File: config.mk
export PLATFORM = sky130hd
export DESIGN_NAME = mp_add_sequencer
export DESIGN_NICKNAME = d
export VERILOG_FILES = /design/src/rtl/mp_add_sequencer_pkg.sv /design/src/rtl/mp_add_sequencer_gcla8_adder.sv /design/src/rtl/mp_add_sequencer.sv
export SDC_FILE = /design/constraint.sdc
export NUM_CORES = 1
export LEC_CHECK = 0
export ABC_CLOCK_PERIOD_IN_PS = 6700
export CAP_MARGIN = 0
export CORE_AREA = 2 2 113 115
export DETAILED_ROUTE_END_ITERATION = 7
export DIE_AREA = 0 0 115 117
export GPL_TIMING_DRIVEN = 0
export PLACE_DENSITY = 0.68
export RECOVER_POWER = 25
export SLEW_MARGIN = 20
export SYNTH_ARGS = -nofsm -noshare
export SYNTH_HDL_FRONTEND = slang
export SYNTH_SLANG_ARGS = --single-unit
File: constraint.sdc
create_clock -name CLK -period 6.7 [get_ports CLK]
set_clock_uncertainty 0.1 [all_clocks]
set_input_delay 1.675 -clock CLK [delete_from_list [all_inputs] [get_ports CLK]]
set_output_delay 1.675 -clock CLK [all_outputs]
set_load 0.005 [all_outputs]
File: src/rtl/mp_add_sequencer_pkg.sv
// Shared constants for the byte-serial multi-precision adder/subtractor.
package mp_add_sequencer_pkg;

  localparam int BYTE_W = 8;

  localparam logic [1:0] ST_IDLE = 2'd0;
  localparam logic [1:0] ST_RUN  = 2'd1;
  localparam logic [1:0] ST_FIN  = 2'd2;

  typedef enum logic [1:0] {
    S_IDLE = ST_IDLE,
    S_RUN  = ST_RUN,
    S_FIN  = ST_FIN
  } state_e;

endpackage

File: src/rtl/mp_add_sequencer_gcla8_adder.sv
// 8-bit adder built from two 4-bit lookahead groups joined by a second
// lookahead level; exports block generate/propagate for the outer carry chain.
module gcla8_adder
  import mp_add_sequencer_pkg::*;
(
  input  logic [BYTE_W-1:0] A,
  input  logic [BYTE_W-1:0] B,
  input  logic              CIN,
  output logic [BYTE_W-1:0] S,
  output logic              G,
  output logic              P
);

  logic [BYTE_W-1:0] g, p, c;
  logic [1:0]        gg, pp;
  logic              cg1;

  assign g = A & B;
  assign p = A ^ B;

  // Level 1: flat carry equations inside each 4-bit group.
  always_comb begin
    c = '0;
    gg = '0;
    pp = '0;
    cg1 = 1'b0;
    for (int j = 0; j < 2; j++) begin
      gg[j] = g[4*j+3] | (p[4*j+3] & g[4*j+2]) | (p[4*j+3] & p[4*j+2] & g[4*j+1])
            | (p[4*j+3] & p[4*j+2] & p[4*j+1] & g[4*j]);
      pp[j] = &p[4*j +: 4];
    end
    // Level 2: carry into the upper group straight from group G/P.
    cg1 = gg[0] | (pp[0] & CIN);
    for (int j = 0; j < 2; j++) begin
      logic ci;
      ci = (j == 0) ? CIN : cg1;
      c[4*j]   = ci;
      c[4*j+1] = g[4*j] | (p[4*j] & ci);
      c[4*j+2] = g[4*j+1] | (p[4*j+1] & g[4*j]) | (p[4*j+1] & p[4*j] & ci);
      c[4*j+3] = g[4*j+2] | (p[4*j+2] & g[4*j+1]) | (p[4*j+2] & p[4*j+1] & g[4*j])
               | (p[4*j+2] & p[4*j+1] & p[4*j] & ci);
    end
  end

  assign S = p ^ c;
  assign G = gg[1] | (pp[1] & gg[0]);
  assign P = pp[1] & pp[0];

endmodule

File: src/rtl/mp_add_sequencer.sv
// Byte-serial W-bit add/subtract controller: one shared 8-bit adder walked
// LSB-first over the latched operands, carry registered between bytes.
module mp_add_sequencer
  import mp_add_sequencer_pkg::*;
#(
  parameter int NBYTES = 4
) (
  input  logic                     CLK,
  input  logic                     RESET,
  input  logic                     START,
  input  logic                     SUB,
  input  logic                     CIN,
  input  logic [BYTE_W*NBYTES-1:0] A,
  input  logic [BYTE_W*NBYTES-1:0] B,
  output logic [BYTE_W*NBYTES-1:0] S,
  output logic                     COUT,
  output logic                     OVF,
  output logic                     BUSY,
  output logic                     DONE
);

  localparam int W     = BYTE_W * NBYTES;
  localparam int IDX_W = (NBYTES > 1) ? $clog2(NBYTES) : 1;
  localparam logic [IDX_W-1:0] LAST = IDX_W'(NBYTES - 1);

  state_e             state_q, state_d;
  logic [W-1:0]       a_q, a_d;
  logic [W-1:0]       b_q, b_d;
  logic [W-1:0]       s_q, s_d;
  logic [IDX_W-1:0]   idx_q, idx_d;
  logic               carry_q, carry_d;
  logic               cout_q, cout_d;
  logic               ovf_q, ovf_d;

  logic [BYTE_W-1:0]  byte_a, byte_b, byte_s;
  logic               blk_g, blk_p;

  // Byte select by decode so every slice index stays a constant.
  always_comb begin
    byte_a = '0;
    byte_b = '0;
    for (int i = 0; i < NBYTES; i++) begin
      if (idx_q == IDX_W'(i)) begin
        byte_a = a_q[BYTE_W*i +: BYTE_W];
        byte_b = b_q[BYTE_W*i +: BYTE_W];
      end
    end
  end

  gcla8_adder u_add (
    .A   (byte_a),
    .B   (byte_b),
    .CIN (carry_q),
    .S   (byte_s),
    .G   (blk_g),
    .P   (blk_p)
  );

  always_comb begin
    state_d = state_q;
    a_d     = a_q;
    b_d     = b_q;
    s_d     = s_q;
    idx_d   = idx_q;
    carry_d = carry_q;
    cout_d  = cout_q;
    ovf_d   = ovf_q;
    case (state_q)
      S_IDLE: begin
        if (START) begin
          // Subtract is A + ~B + 1; B is stored already inverted.
          a_d     = A;
          b_d     = B ^ {W{SUB}};
          carry_d = SUB ? 1'b1 : CIN;
          idx_d   = '0;
          s_d     = '0;
          cout_d  = 1'b0;
          ovf_d   = 1'b0;
          state_d = S_RUN;
        end
      end
      S_RUN: begin
        for (int i = 0; i < NBYTES; i++) begin
          if (idx_q == IDX_W'(i)) s_d[BYTE_W*i +: BYTE_W] = byte_s;
        end
        carry_d = blk_g | (blk_p & carry_q);
        idx_d   = idx_q + 1'b1;
        if (idx_q == LAST) begin
          cout_d  = carry_d;
          ovf_d   = (a_q[W-1] == b_q[W-1]) && (byte_s[BYTE_W-1] != a_q[W-1]);
          state_d = S_FIN;
        end
      end
      S_FIN:   state_d = S_IDLE;
      default: state_d = S_IDLE;
    endcase
  end

  always_ff @(posedge CLK or posedge RESET) begin
    if (RESET) begin
      state_q <= S_IDLE;
      a_q     <= '0;
      b_q     <= '0;
      s_q     <= '0;
      idx_q   <= '0;
      carry_q <= 1'b0;
      cout_q  <= 1'b0;
      ovf_q   <= 1'b0;
    end else begin
      state_q <= state_d;
      a_q     <= a_d;
      b_q     <= b_d;
      s_q     <= s_d;
      idx_q   <= idx_d;
      carry_q <= carry_d;
      cout_q  <= cout_d;
      ovf_q   <= ovf_d;
    end
  end

  assign S    = s_q;
  assign COUT = cout_q;
  assign OVF  = ovf_q;
  assign BUSY = (state_q == S_RUN);
  assign DONE = (state_q == S_FIN);

endmodule
==> qor.csv, run 1 <==
stage,metric,value,unit
synth,Post-Syn Instances,604,
timing,Slew HR,-0.265,
synth,predominant post-synthesis flop cell,dfrtp_1,
pwr,switching power,1440,uW
synth,syn nets,687,
place,HPWL after DPL,10.3,mm
clock_tree,Sink Count,103,
timing,final period utilization,0.667,
synth,most common cell in the netlist,nand2_1,
synth,asr flop ratio synth,1.00,
run,max-cap viol count,1,
global_routing,initial antenna violation count,0,
clock_tree,clock-pin slew on the worst setup and hold paths,0.07,ns
synth,mapped cell area,5180,sq um
pwr,Clock power frac,0.159,
clock_tree,Root Driver,clkbuf_16,
place,number of port buffers,103,
worst_setup_path,launching point of the worst reg2reg path,idx_q[1],
layout,ant diodes,0,
clock_tree,post_cts resized,0,
global_routing,largest net degree at the start of global routing,78,
timing,setup_tns,0,ns
clock_tree,clk_lat worst skew,0.34,ns
run_status,failing checks,"capacitance limit, slew limit",
pwr,Switching Fraction,0.431,
timing,Peak Freq,0.224,GHz
global_routing,number of global-route vias before repair,4334,
layout,Layout area overhead,29.4,%
synth,count of cell types in the netlist,38,
global_routing,first-pass GRT wire length,21.4,mm
timing,max-slew violations,78,
timing,Final Hold Vio Count,0,
floorplan,num ports,105,
clock_tree,post-CTS setup buffer count,0,
worst_hold_path,Hold Crit Depth,2,
floorplan,core box area,12300,sq um
floorplan,num rows,41,
worst_setup_path,CP Cell Sequence,"dlygate4sd3_1, clkinvlp_2, clkbuf_2",
synth,Synthesis Warnings,0,
layout,fillcell total,1166,
routing,Vias,4372,
floorplan,Die Footprint,13500,sq um
worst_setup_path,"CP delay by family, top",buffers and inverters,
worst_setup_path,Buf/Inv on CP,3,
worst_setup_path,crit start category,input port,
floorplan,Starting Density,0.421,
synth,Yosys top cell area share,0.498,
worst_hold_path,worst min-delay path category,reg2reg,
synth,register area share after synthesis,0.498,
routing,per-cell routed wire length,15.3,um
worst_setup_path,Crit Path Category,in2async,
pwr,internal power,1900,uW
clock_tree,"Hold-fix buffers, CTS",0,
synth,syn avg cell area,8.58,sq um
synth,Seq cells post-synth,103,
pwr,PD cells,499,nW/um^2
timing,Final Worst Setup Slack,2.23,ns
floorplan,die height,117,um
global_routing,GRT overflow,0,
worst_hold_path,hold endpoint,a_q[10],
routing,initial detailed-routing violation count,259,
routing,DRT Pass-1 Iters,4,
timing,RSZ-0062 raised after global routing,no,
worst_setup_path,Crit path required time,6.69,ns
clock_tree,TritonCTS Buffers,9,
clock_tree,CTS tree,done,
synth,Post-synth top cells,"209 x nand2_1, 103 x dfrtp_1, 56 x o21ai_0",
pwr,VDD IR max,183,uV
worst_setup_path,CP arrival,4.46,ns
layout,layout cells sized above 1,0.0443,
layout,multi-input logic area,2380,sq um
routing,# DRC,0,
routing,Post-DRT Antenna Nets,0,
worst_setup_path,worst r2r path cells,18,
routing,Via density,5.01,
place,placer congestion estimate,0.955,
layout,register area,2580,sq um
synth,"top cells by area, synth","dfrtp_1 50%, nand2_1 15%, xnor2_1 5.7%",
synth,leading area contributor after synthesis,dfrtp_1,
routing,WL final,13.4,mm
floorplan,Chip Width,115,um
timing,final number of setup-violating endpoints,0,
worst_setup_path,flop2flop setup slack,2.45,ns
timing,Slew @ Worst Pin,1.90,ns
pwr,sequential cell fraction of total power,0.313,
worst_setup_path,CP max FO,77,
worst_setup_path,RR Endpoint,S[28],
worst_setup_path,slowest CP cell,clkbuf_2,
worst_setup_path,crit-path max cell delay,1.49,ns
run_status,status,"finished, violations left",
clock_tree,CTS H-tree lvls,3,
layout,Nets,802,
clock_tree,CTS max path bufs,2,
worst_setup_path,CP Capture Type,async pin,
pwr,leak pwr,0.00306,uW
worst_hold_path,min-delay src,a_q[10],
pwr,Comb pwr share,0.527,
synth,"EDFF count, synth",0,
timing,Final min period,4.47,ns
place,pre-CTS setup slack,2.53,ns
global_routing,GRT Resource Usage Total,0.207,
==> worst min-delay path, cell delays in order, from the launching register on <==
cell and delay, ns:
dfrtp_1 0.34, nand2_1 0.05, nand2_1 0.06
==> state kept, by name, indices dropped and copies added, names as in the netlist <==
signal   count
S           32
a_q         32
b_q         32
idx_q        2
state_q      2
COUT         1
OVF          1
carry_q      1
==> cells in the final DEF (no fill, tap or decap), types with 5 or more instances in the layout <==
cell type | Yosys | final
xnor2_1 | 34 | 34
inv_1 | 11 | 10
o21ai_0 | 56 | 56
o31ai_1 | 8 | 8
ha_1 | 12 | 12
a22o_1 | 5 | 5
o21ai_1 | 5 | 5
nand2_1 | 209 | 209
clkbuf_1 | 37 | 38
clkbuf_16 | 0 | 9
clkdlybuf4s50_1 | 0 | 102
a21oi_1 | 39 | 39
a21o_1 | 10 | 10
nor2_1 | 37 | 37
dfrtp_1 | 103 | 103
==> area by class of cell <==
type                            instances  share of cell area
Timing Repair Buffer                  104               0.155
Clock inverter                          3             0.00635
Inverter                               11             0.00635
Multi-Input combinational cell        448               0.355
Sequential cell                       103               0.384
Tap cell                              150              0.0280
Clock buffer                           12              0.0383
Buffer                                 42              0.0272
==> cell families (layout without fill, tap and decap cells) <==
| logic type | count (synthesis) | in the layout | share of synthesized area |
|---|---|---|---|
| AO/OA/AOI/OAI | 133 | 133 | 0.155 |
| multiplexers | 3 | 3 | 0.00652 |
| adder cells (fa/ha/maj) | 14 | 14 | 0.0367 |
| buffers and inverters | 53 | 172 | 0.0432 |
| flip-flops | 103 | 103 | 0.498 |
| XOR/XNOR | 36 | 36 | 0.0609 |
| AND/OR/NAND/NOR | 262 | 262 | 0.200 |
==> power groups by stage <==
stage	clock network [uW]	registers, uW	logic, uW
after floorplan	0	1020	1190
after global placement	0	1050	1720
after detailed placement	0	1060	1760
after CTS	539	1050	1770
after global routing	568	1080	1970
final	533	1050	1770
==> per-layer routing <==
layer	share of wire	vias to the layer above	GRT usage
met3	0.037	19	0.0247
met4	0.021	0	0.0763
met5	0	-	0
met1	0.47	2054	0.273
met2	0.48	104	0.354
li1	-	2195	-
==> metrics by stage <==
stage          hold slack, ns  total power (uW)  area, sq um  utilization  instances
5_1_grt                 0.400              3610         6700        0.545        873
4_1_cts                 0.379              3360         6730        0.547        873
3_5_place_dp            0.363              2820         6430        0.522        858
2_1_floorplan           0.346              2210         5180            -        604
6_report                0.377              3350         6700        0.545        873
3_3_place_gp            0.360              2770         6400        0.520        857
==> worst max-delay path by stage <==
stage / startpoint / end / slack [ns] / depth (start not counted)
finish: RESET / a_q[26] / 2.23 / 3
global route: RESET / b_q[19] / 1.62 / 3
CTS: idx_q[1] / S[28] / 2.49 / 18
detailed placement: idx_q[1] / S[28] / 2.53 / 18
global placement: RESET / a_q[14] / 0.82 / 2
floorplan: RESET / COUT / 2.22 / 1
(Power assumes the default switching activity.)
==> inputs of run 2 (changes only) <==
--- a/config.mk
+++ b/config.mk
@@ -5,7 +5,7 @@
 export SDC_FILE = /design/constraint.sdc
 export NUM_CORES = 1
 export LEC_CHECK = 0
-export ABC_CLOCK_PERIOD_IN_PS = 6700
+export ABC_CLOCK_PERIOD_IN_PS = 4510
 export CAP_MARGIN = 0
 export CORE_AREA = 2 2 113 115
 export DETAILED_ROUTE_END_ITERATION = 7
==> constraint.sdc (replaced) <==
create_clock -name CLK -period 4.51 [get_ports CLK]
set_clock_uncertainty 0.1 [all_clocks]
set_input_delay 1.1275 -clock CLK [delete_from_list [all_inputs] [get_ports CLK]]
set_output_delay 1.1275 -clock CLK [all_outputs]
set_load 0.005 [all_outputs]
==> qor.csv, run 2 (synthesized netlist as in run 1, its figures left out) <==
stage,metric,value,unit,change
global_routing,number of global-route vias before repair,4334,,unchanged
timing,final number of setup-violating endpoints,0,,unchanged
clock_tree,"Hold-fix buffers, CTS",0,,unchanged
timing,setup_tns,0,ns,unchanged
worst_setup_path,Crit Path Category,reg2reg,,
clock_tree,CTS H-tree lvls,3,,unchanged
floorplan,Die Footprint,13500,sq um,unchanged
floorplan,die height,117,um,unchanged
floorplan,num ports,105,,unchanged
clock_tree,clk_lat worst skew,0.34,ns,about the same
run_status,status,"finished, final reports clean",,
worst_hold_path,Hold Crit Depth,2,,unchanged
layout,layout cells sized above 1,0.0456,,+0.00138
layout,most frequent cells in the layout,"209 x nand2_1, 103 x dfrtp_1, 102 x clkdlybuf4s50_1",,
pwr,internal power,2830,uW,+49%
routing,per-cell routed wire length,15.3,um,-0.24%
layout,non-filler cells in the finished layout,873,,unchanged
routing,WL final,13.3,mm,-0.24%
layout,register area,2580,sq um,unchanged
timing,Slew HR,0.163,,+0.428
layout,Post-Route Utilization,0.546,,+0.00193
run,max-cap viol count,0,,-1
worst_hold_path,min-delay src,S[25],,
timing,Slew @ Worst Pin,1.25,ns,-0.649 ns
global_routing,first-pass GRT wire length,21.4,mm,unchanged
worst_setup_path,CP Capture Type,flop,,
pwr,sequential cell fraction of total power,0.314,,about the same
floorplan,core box area,12300,sq um,unchanged
global_routing,GRT overflow,0,,unchanged
layout,Nets,802,,unchanged
routing,Post-DRT Antenna Nets,0,,unchanged
pwr,Comb pwr share,0.527,,about the same
place,number of port buffers,103,,unchanged
floorplan,Starting Density,0.421,,unchanged
timing,Final min period,4.14,ns,
place,placed insts,858,,unchanged
pwr,Switching Fraction,0.431,,-0.000937
worst_setup_path,CP max FO,10,,-87%
timing,RSZ-0062 raised after global routing,no,,
worst_setup_path,worst r2r path cells,17,,-1
layout,Layout area overhead,29.9,%,
routing,Via density,5.03,,+0.46%
clock_tree,Root Driver,clkbuf_16,,
worst_hold_path,worst min-delay path category,reg2reg,,
worst_hold_path,hold endpoint,S[25],,
layout,fillcell total,1162,,-0.34%
floorplan,Chip Width,115,um,unchanged
routing,Vias,4392,,+0.46%
pwr,PD cells,739,nW/um^2,+48%
clock_tree,TritonCTS Buffers,9,,unchanged
routing,# DRC,0,,unchanged
layout,multi-input logic area,2380,sq um,unchanged
floorplan,num rows,41,,unchanged
pwr,switching power,2140,uW,+48%
clock_tree,post_cts resized,0,,unchanged
place,HPWL after DPL,10.3,mm,unchanged
worst_setup_path,Crit path required time,4.64,ns,-2.05 ns
global_routing,largest net degree at the start of global routing,78,,unchanged
layout,"commonest non-fill, non-tap cell in the layout",nand2_1,,
timing,max-slew violations,0,,-100%
layout,ant diodes,0,,unchanged
routing,initial detailed-routing violation count,243,,-6.2%
pwr,VDD IR max,270,uV,+48%
routing,DRT Pass-1 Iters,4,,unchanged
clock_tree,CTS tree,done,,
worst_setup_path,RR Endpoint,S[28],,
clock_tree,clock-pin slew on the worst setup and hold paths,0.07,ns,about the same
global_routing,GRT Resource Usage Total,0.207,,unchanged
worst_setup_path,flop2flop setup slack,0.37,ns,-2.08 ns
place,placer congestion estimate,0.955,,unchanged
pwr,leak pwr,0.00307,uW,+0.38%
place,placed cell areas,6430,sq um,unchanged
clock_tree,post-CTS setup buffer count,0,,unchanged
worst_setup_path,CP arrival,4.27,ns,-0.19 ns
clock_tree,Sink Count,103,,unchanged
pwr,Clock power frac,0.159,,about the same
clock_tree,CTS max path bufs,2,,unchanged
timing,final period utilization,0.918,,
pwr,Pwr Total,4970,uW,+48%
global_routing,initial antenna violation count,0,,unchanged
timing,Peak Freq,0.242,GHz,
timing,Final Hold Vio Count,0,,unchanged
layout,fin area,6730,sq um,+0.35%
worst_setup_path,launching point of the worst reg2reg path,idx_q[1],,
worst_setup_path,crit start category,flop,,
==> run 2: layout make-up <==
type | count | share of cell area
Clock buffer | 12 | 0.0381
Inverter | 11 | 0.00632
Clock inverter | 3 | 0.00632
Timing Repair Buffer | 104 | 0.157
Tap cell | 150 | 0.0279
Multi-Input combinational cell | 448 | 0.354
Sequential cell | 103 | 0.383
Buffer | 42 | 0.0273
==> run 2: worst max path at each step <==
stage               endpoint  slack (ns)     start
floorplan               COUT        0.58     RESET
global placement     a_q[14]       -0.82     RESET
detailed placement     S[28]        0.34  idx_q[1]
CTS                    S[28]        0.30  idx_q[1]
global route           S[28]        0.01  idx_q[1]
finish                 S[28]        0.37  idx_q[1]
==> run 2: worst max-delay path: stages (launching register included) <==
cell      delay (ns)
dfrtp_1         0.41
inv_1           0.11
ha_1            0.14
clkbuf_1        0.26
clkbuf_1        0.39
nor2_1          0.14
a21oi_1         0.15
nor2_1          0.05
a21oi_1         0.17
o21ai_0         0.12
ha_1            0.38
nand4_1         0.17
nand2_1         0.19
inv_1           0.08
fa_1            0.64
nor2_1          0.05
mux2_2          0.27
a32o_1          0.19
==> run 2: per-stage QoR <==
| step | hold slack (ns) | setup WS (ns) |
|---|---|---|
| floorplan | 0.346 | 0.579 |
| global placement | 0.360 | -0.819 |
| detailed placement | 0.363 | 0.335 |
| CTS | 0.379 | 0.303 |
| global route | 0.400 | 0.0118 |
| finish | 0.377 | 0.369 |
==> run 2: power by group through the flow <==
stage               sequential [uW]  clock (uW)  combinational, uW
finish                         1560         790               2620
global placement               1560           0               2550
detailed placement             1570           0               2620
global route                   1600         844               2920
CTS                            1560         801               2640
floorplan                      1520           0               1770
==> run 2: layer usage <==
layer | vias up | track usage | routed length [um] | part of all wire
li1 | 2199 | - | - | -
met1 | 2056 | 0.273 | 6080 | 0.46
met2 | 119 | 0.354 | 6400 | 0.48
met3 | 18 | 0.0247 | 604 | 0.045
met4 | 0 | 0.0763 | 260 | 0.019
met5 | - | 0 | 0 | 0
==> inputs of run 3 (changes only) <==
--- a/config.mk
+++ b/config.mk
@@ -7,11 +7,12 @@
 export LEC_CHECK = 0
 export ABC_CLOCK_PERIOD_IN_PS = 4510
 export CAP_MARGIN = 0
-export CORE_AREA = 2 2 113 115
+export CORE_AREA = 2 2 105 107
+export CTS_CLUSTER_SIZE = 28
 export DETAILED_ROUTE_END_ITERATION = 7
-export DIE_AREA = 0 0 115 117
+export DIE_AREA = 0 0 107 109
 export GPL_TIMING_DRIVEN = 0
-export PLACE_DENSITY = 0.68
+export PLACE_DENSITY = 0.77
 export RECOVER_POWER = 25
 export SLEW_MARGIN = 20
 export SYNTH_ARGS = -nofsm -noshare
==> qor.csv, run 3 (synthesized netlist as in run 1, its figures left out) <==
stage,metric,value,unit,change
clock_tree,CTS tree,done,,
clock_tree,clock-pin slew on the worst setup and hold paths,0.09,ns,+0.02 ns
timing,Final Hold Vio Count,0,,unchanged
routing,Via density,5.25,,+4.3%
pwr,switching power,2130,uW,-0.52%
routing,Vias,4533,,+3.2%
global_routing,first-pass GRT wire length,21.4,mm,unchanged
pwr,Comb pwr share,0.556,,+0.029
place,HPWL after DPL,10.1,mm,-2.5%
layout,ant diodes,0,,unchanged
routing,initial detailed-routing violation count,203,,-16%
pwr,PD cells,717,nW/um^2,-3.0%
timing,Slew HR,-0.237,,-0.401
worst_hold_path,worst min-delay path category,reg2reg,,
place,number of port buffers,103,,unchanged
floorplan,Die Footprint,11700,sq um,-13%
pwr,VDD IR max,314,uV,+16%
worst_hold_path,hold endpoint,S[17],,
clock_tree,Root Driver,clkbuf_8,,
clock_tree,clk_lat worst skew,0.38,ns,+0.04 ns
place,placer congestion estimate,0.876,,-8.3%
run,max-cap viol count,1,,+1
pwr,internal power,2580,uW,-8.9%
worst_setup_path,slowest CP cell,fa_1,,
layout,most frequent cells in the layout,"209 x nand2_1, 103 x dfrtp_1, 102 x clkdlybuf4s50_1",,
pwr,Clock power frac,0.113,,-0.046
clock_tree,post-CTS setup buffer count,0,,unchanged
floorplan,Chip Width,107,um,-7.0%
layout,Layout area overhead,26.8,%,
worst_setup_path,worst r2r path cells,18,,+1
routing,DRT Pass-1 Iters,5,,+1
global_routing,GRT overflow,0,,unchanged
layout,Post-Route Utilization,0.620,,+0.0731
clock_tree,TritonCTS Buffers,9,,unchanged
floorplan,Starting Density,0.489,,+0.0678
clock_tree,CTS max path bufs,2,,unchanged
global_routing,initial antenna violation count,0,,unchanged
pwr,Pwr Total,4710,uW,-5.3%
floorplan,num rows,38,,-7.3%
timing,final number of setup-violating endpoints,0,,unchanged
worst_setup_path,most used cell along the critical path,nor2_1,,
worst_setup_path,RR Endpoint,S[28],,
routing,WL final,12.9,mm,-3.4%
layout,layout cells sized above 1,0.0483,,+0.00270
layout,"commonest non-fill, non-tap cell in the layout",nand2_1,,
worst_setup_path,CP Capture Type,flop,,
clock_tree,Sink Count,103,,unchanged
timing,Peak Freq,0.235,GHz,-2.5%
routing,# DRC,0,,unchanged
clock_tree,"Hold-fix buffers, CTS",0,,unchanged
worst_setup_path,Crit Path Category,reg2reg,,
worst_setup_path,Buf/Inv on CP,4,,unchanged
timing,RSZ-0062 raised after global routing,no,,
floorplan,num ports,105,,unchanged
run_status,failing checks,"capacitance limit, slew limit",,
run_status,status,"finished, violations left",,
routing,per-cell routed wire length,14.9,um,-2.4%
global_routing,GRT Resource Usage Total,0.235,,+0.0280
floorplan,core box area,10600,sq um,-14%
worst_setup_path,flop2flop setup slack,0.26,ns,-0.11 ns
timing,Final min period,4.25,ns,+0.108 ns
pwr,Switching Fraction,0.452,,+0.0217
layout,Nets,802,,unchanged
global_routing,largest net degree at the start of global routing,61,,-22%
clock_tree,post_cts resized,0,,unchanged
pwr,leak pwr,0.00300,uW,-2.2%
clock_tree,CTS H-tree lvls,3,,unchanged
worst_setup_path,CP max FO,10,,unchanged
worst_setup_path,CP arrival,4.42,ns,+0.15 ns
worst_setup_path,Crit path required time,4.68,ns,+0.04 ns
worst_setup_path,launching point of the worst reg2reg path,idx_q[1],,
worst_hold_path,min-delay src,S[17],,
worst_setup_path,crit-path max cell delay,0.66,ns,+0.02 ns
worst_hold_path,Hold Crit Depth,2,,unchanged
timing,max-slew violations,45,,+45
floorplan,die height,109,um,-6.8%
timing,final period utilization,0.942,,+0.0239
worst_setup_path,"CP delay by family, top",adder cells,,
worst_setup_path,CP Cell Sequence,"inv_1, ha_1, clkbuf_1, clkbuf_2, nor2_1, a21oi_1, nor2_1, a21oi_1, o21ai_0, ha_1, a21o_1, nand4_1, nand2_1, inv_1, fa_1, nor2_1, mux2_2, a32o_1",,
timing,Slew @ Worst Pin,1.85,ns,+0.598 ns
worst_setup_path,crit start category,flop,,
routing,Post-DRT Antenna Nets,0,,unchanged
global_routing,number of global-route vias before repair,4616,,+6.5%
pwr,sequential cell fraction of total power,0.331,,+0.017
layout,fillcell total,910,,-22%
==> run 3: routing by layer <==
layer,up-vias,track usage,routed length (um),share of wire
met5,-,0,0,0
met4,0,0.117,453,0.035
met3,34,0.0371,609,0.047
met2,146,0.408,6230,0.48
met1,2163,0.286,5600,0.43
li1,2190,-,-,-
==> run 3: cell type report <==
| cell class | count | area [sq um] | area share |
|---|---|---|---|
| repair buffers | 104 | 1040 | 0.158 |
| plain buffers | 42 | 186 | 0.0284 |
| multi-input cells | 448 | 2380 | 0.362 |
| well taps | 140 | 175 | 0.0267 |
| flip-flops and latches | 103 | 2580 | 0.392 |
| inverters | 11 | 42.5 | 0.00648 |
| clock inverters | 5 | 41.3 | 0.00629 |
| clock buffers | 11 | 131 | 0.0200 |
==> run 3: power by group through the flow <==
stage / combinational (uW) / clock, uW / sequential (uW)
final: 2620 / 531 / 1560
after global routing: 2930 / 576 / 1600
after CTS: 2620 / 536 / 1560
after detailed placement: 2610 / 0 / 1570
after global placement: 2520 / 0 / 1560
after floorplan: 1770 / 0 / 1520
==> run 3: worst reg2reg max path: stages, from the launching register on <==
cell and delay [ns]:
dfrtp_1 0.41, inv_1 0.11, ha_1 0.16, clkbuf_1 0.28, clkbuf_2 0.30, nor2_1 0.08, a21oi_1 0.15, nor2_1 0.06
a21oi_1 0.13, o21ai_0 0.22, ha_1 0.36, a21o_1 0.14, nand4_1 0.16, nand2_1 0.19, inv_1 0.09, fa_1 0.66
nor2_1 0.07, mux2_2 0.28, a32o_1 0.19
==> run 3: worst max path at each step <==
stage | from | end | slack (ns) | depth (start not counted)
finish | idx_q[1] | S[28] | 0.26 | 18
global route | idx_q[1] | S[28] | 0.04 | 18
CTS | idx_q[1] | S[28] | 0.16 | 18
detailed placement | idx_q[1] | S[28] | 0.18 | 18
global placement | RESET | b_q[29] | -0.74 | 2
floorplan | RESET | COUT | 0.58 | 1
==> run 3: metrics by stage <==
| step | TNS [ns] | std cells | instance area, sq um | worst slack (ns) | hold WS [ns] |
|---|---|---|---|---|---|
| 3_3_place_gp | -75.17 | 847 | 6390 | -0.736 | 0.360 |
| 5_1_grt | 0 | 864 | 6570 | 0.0391 | 0.403 |
| 3_5_place_dp | 0 | 848 | 6420 | 0.182 | 0.362 |
| 2_1_floorplan | 0 | 604 | 5180 | 0.579 | 0.346 |
| 4_1_cts | 0 | 864 | 6590 | 0.155 | 0.383 |
| 6_report | 0 | 864 | 6570 | 0.262 | 0.380 |
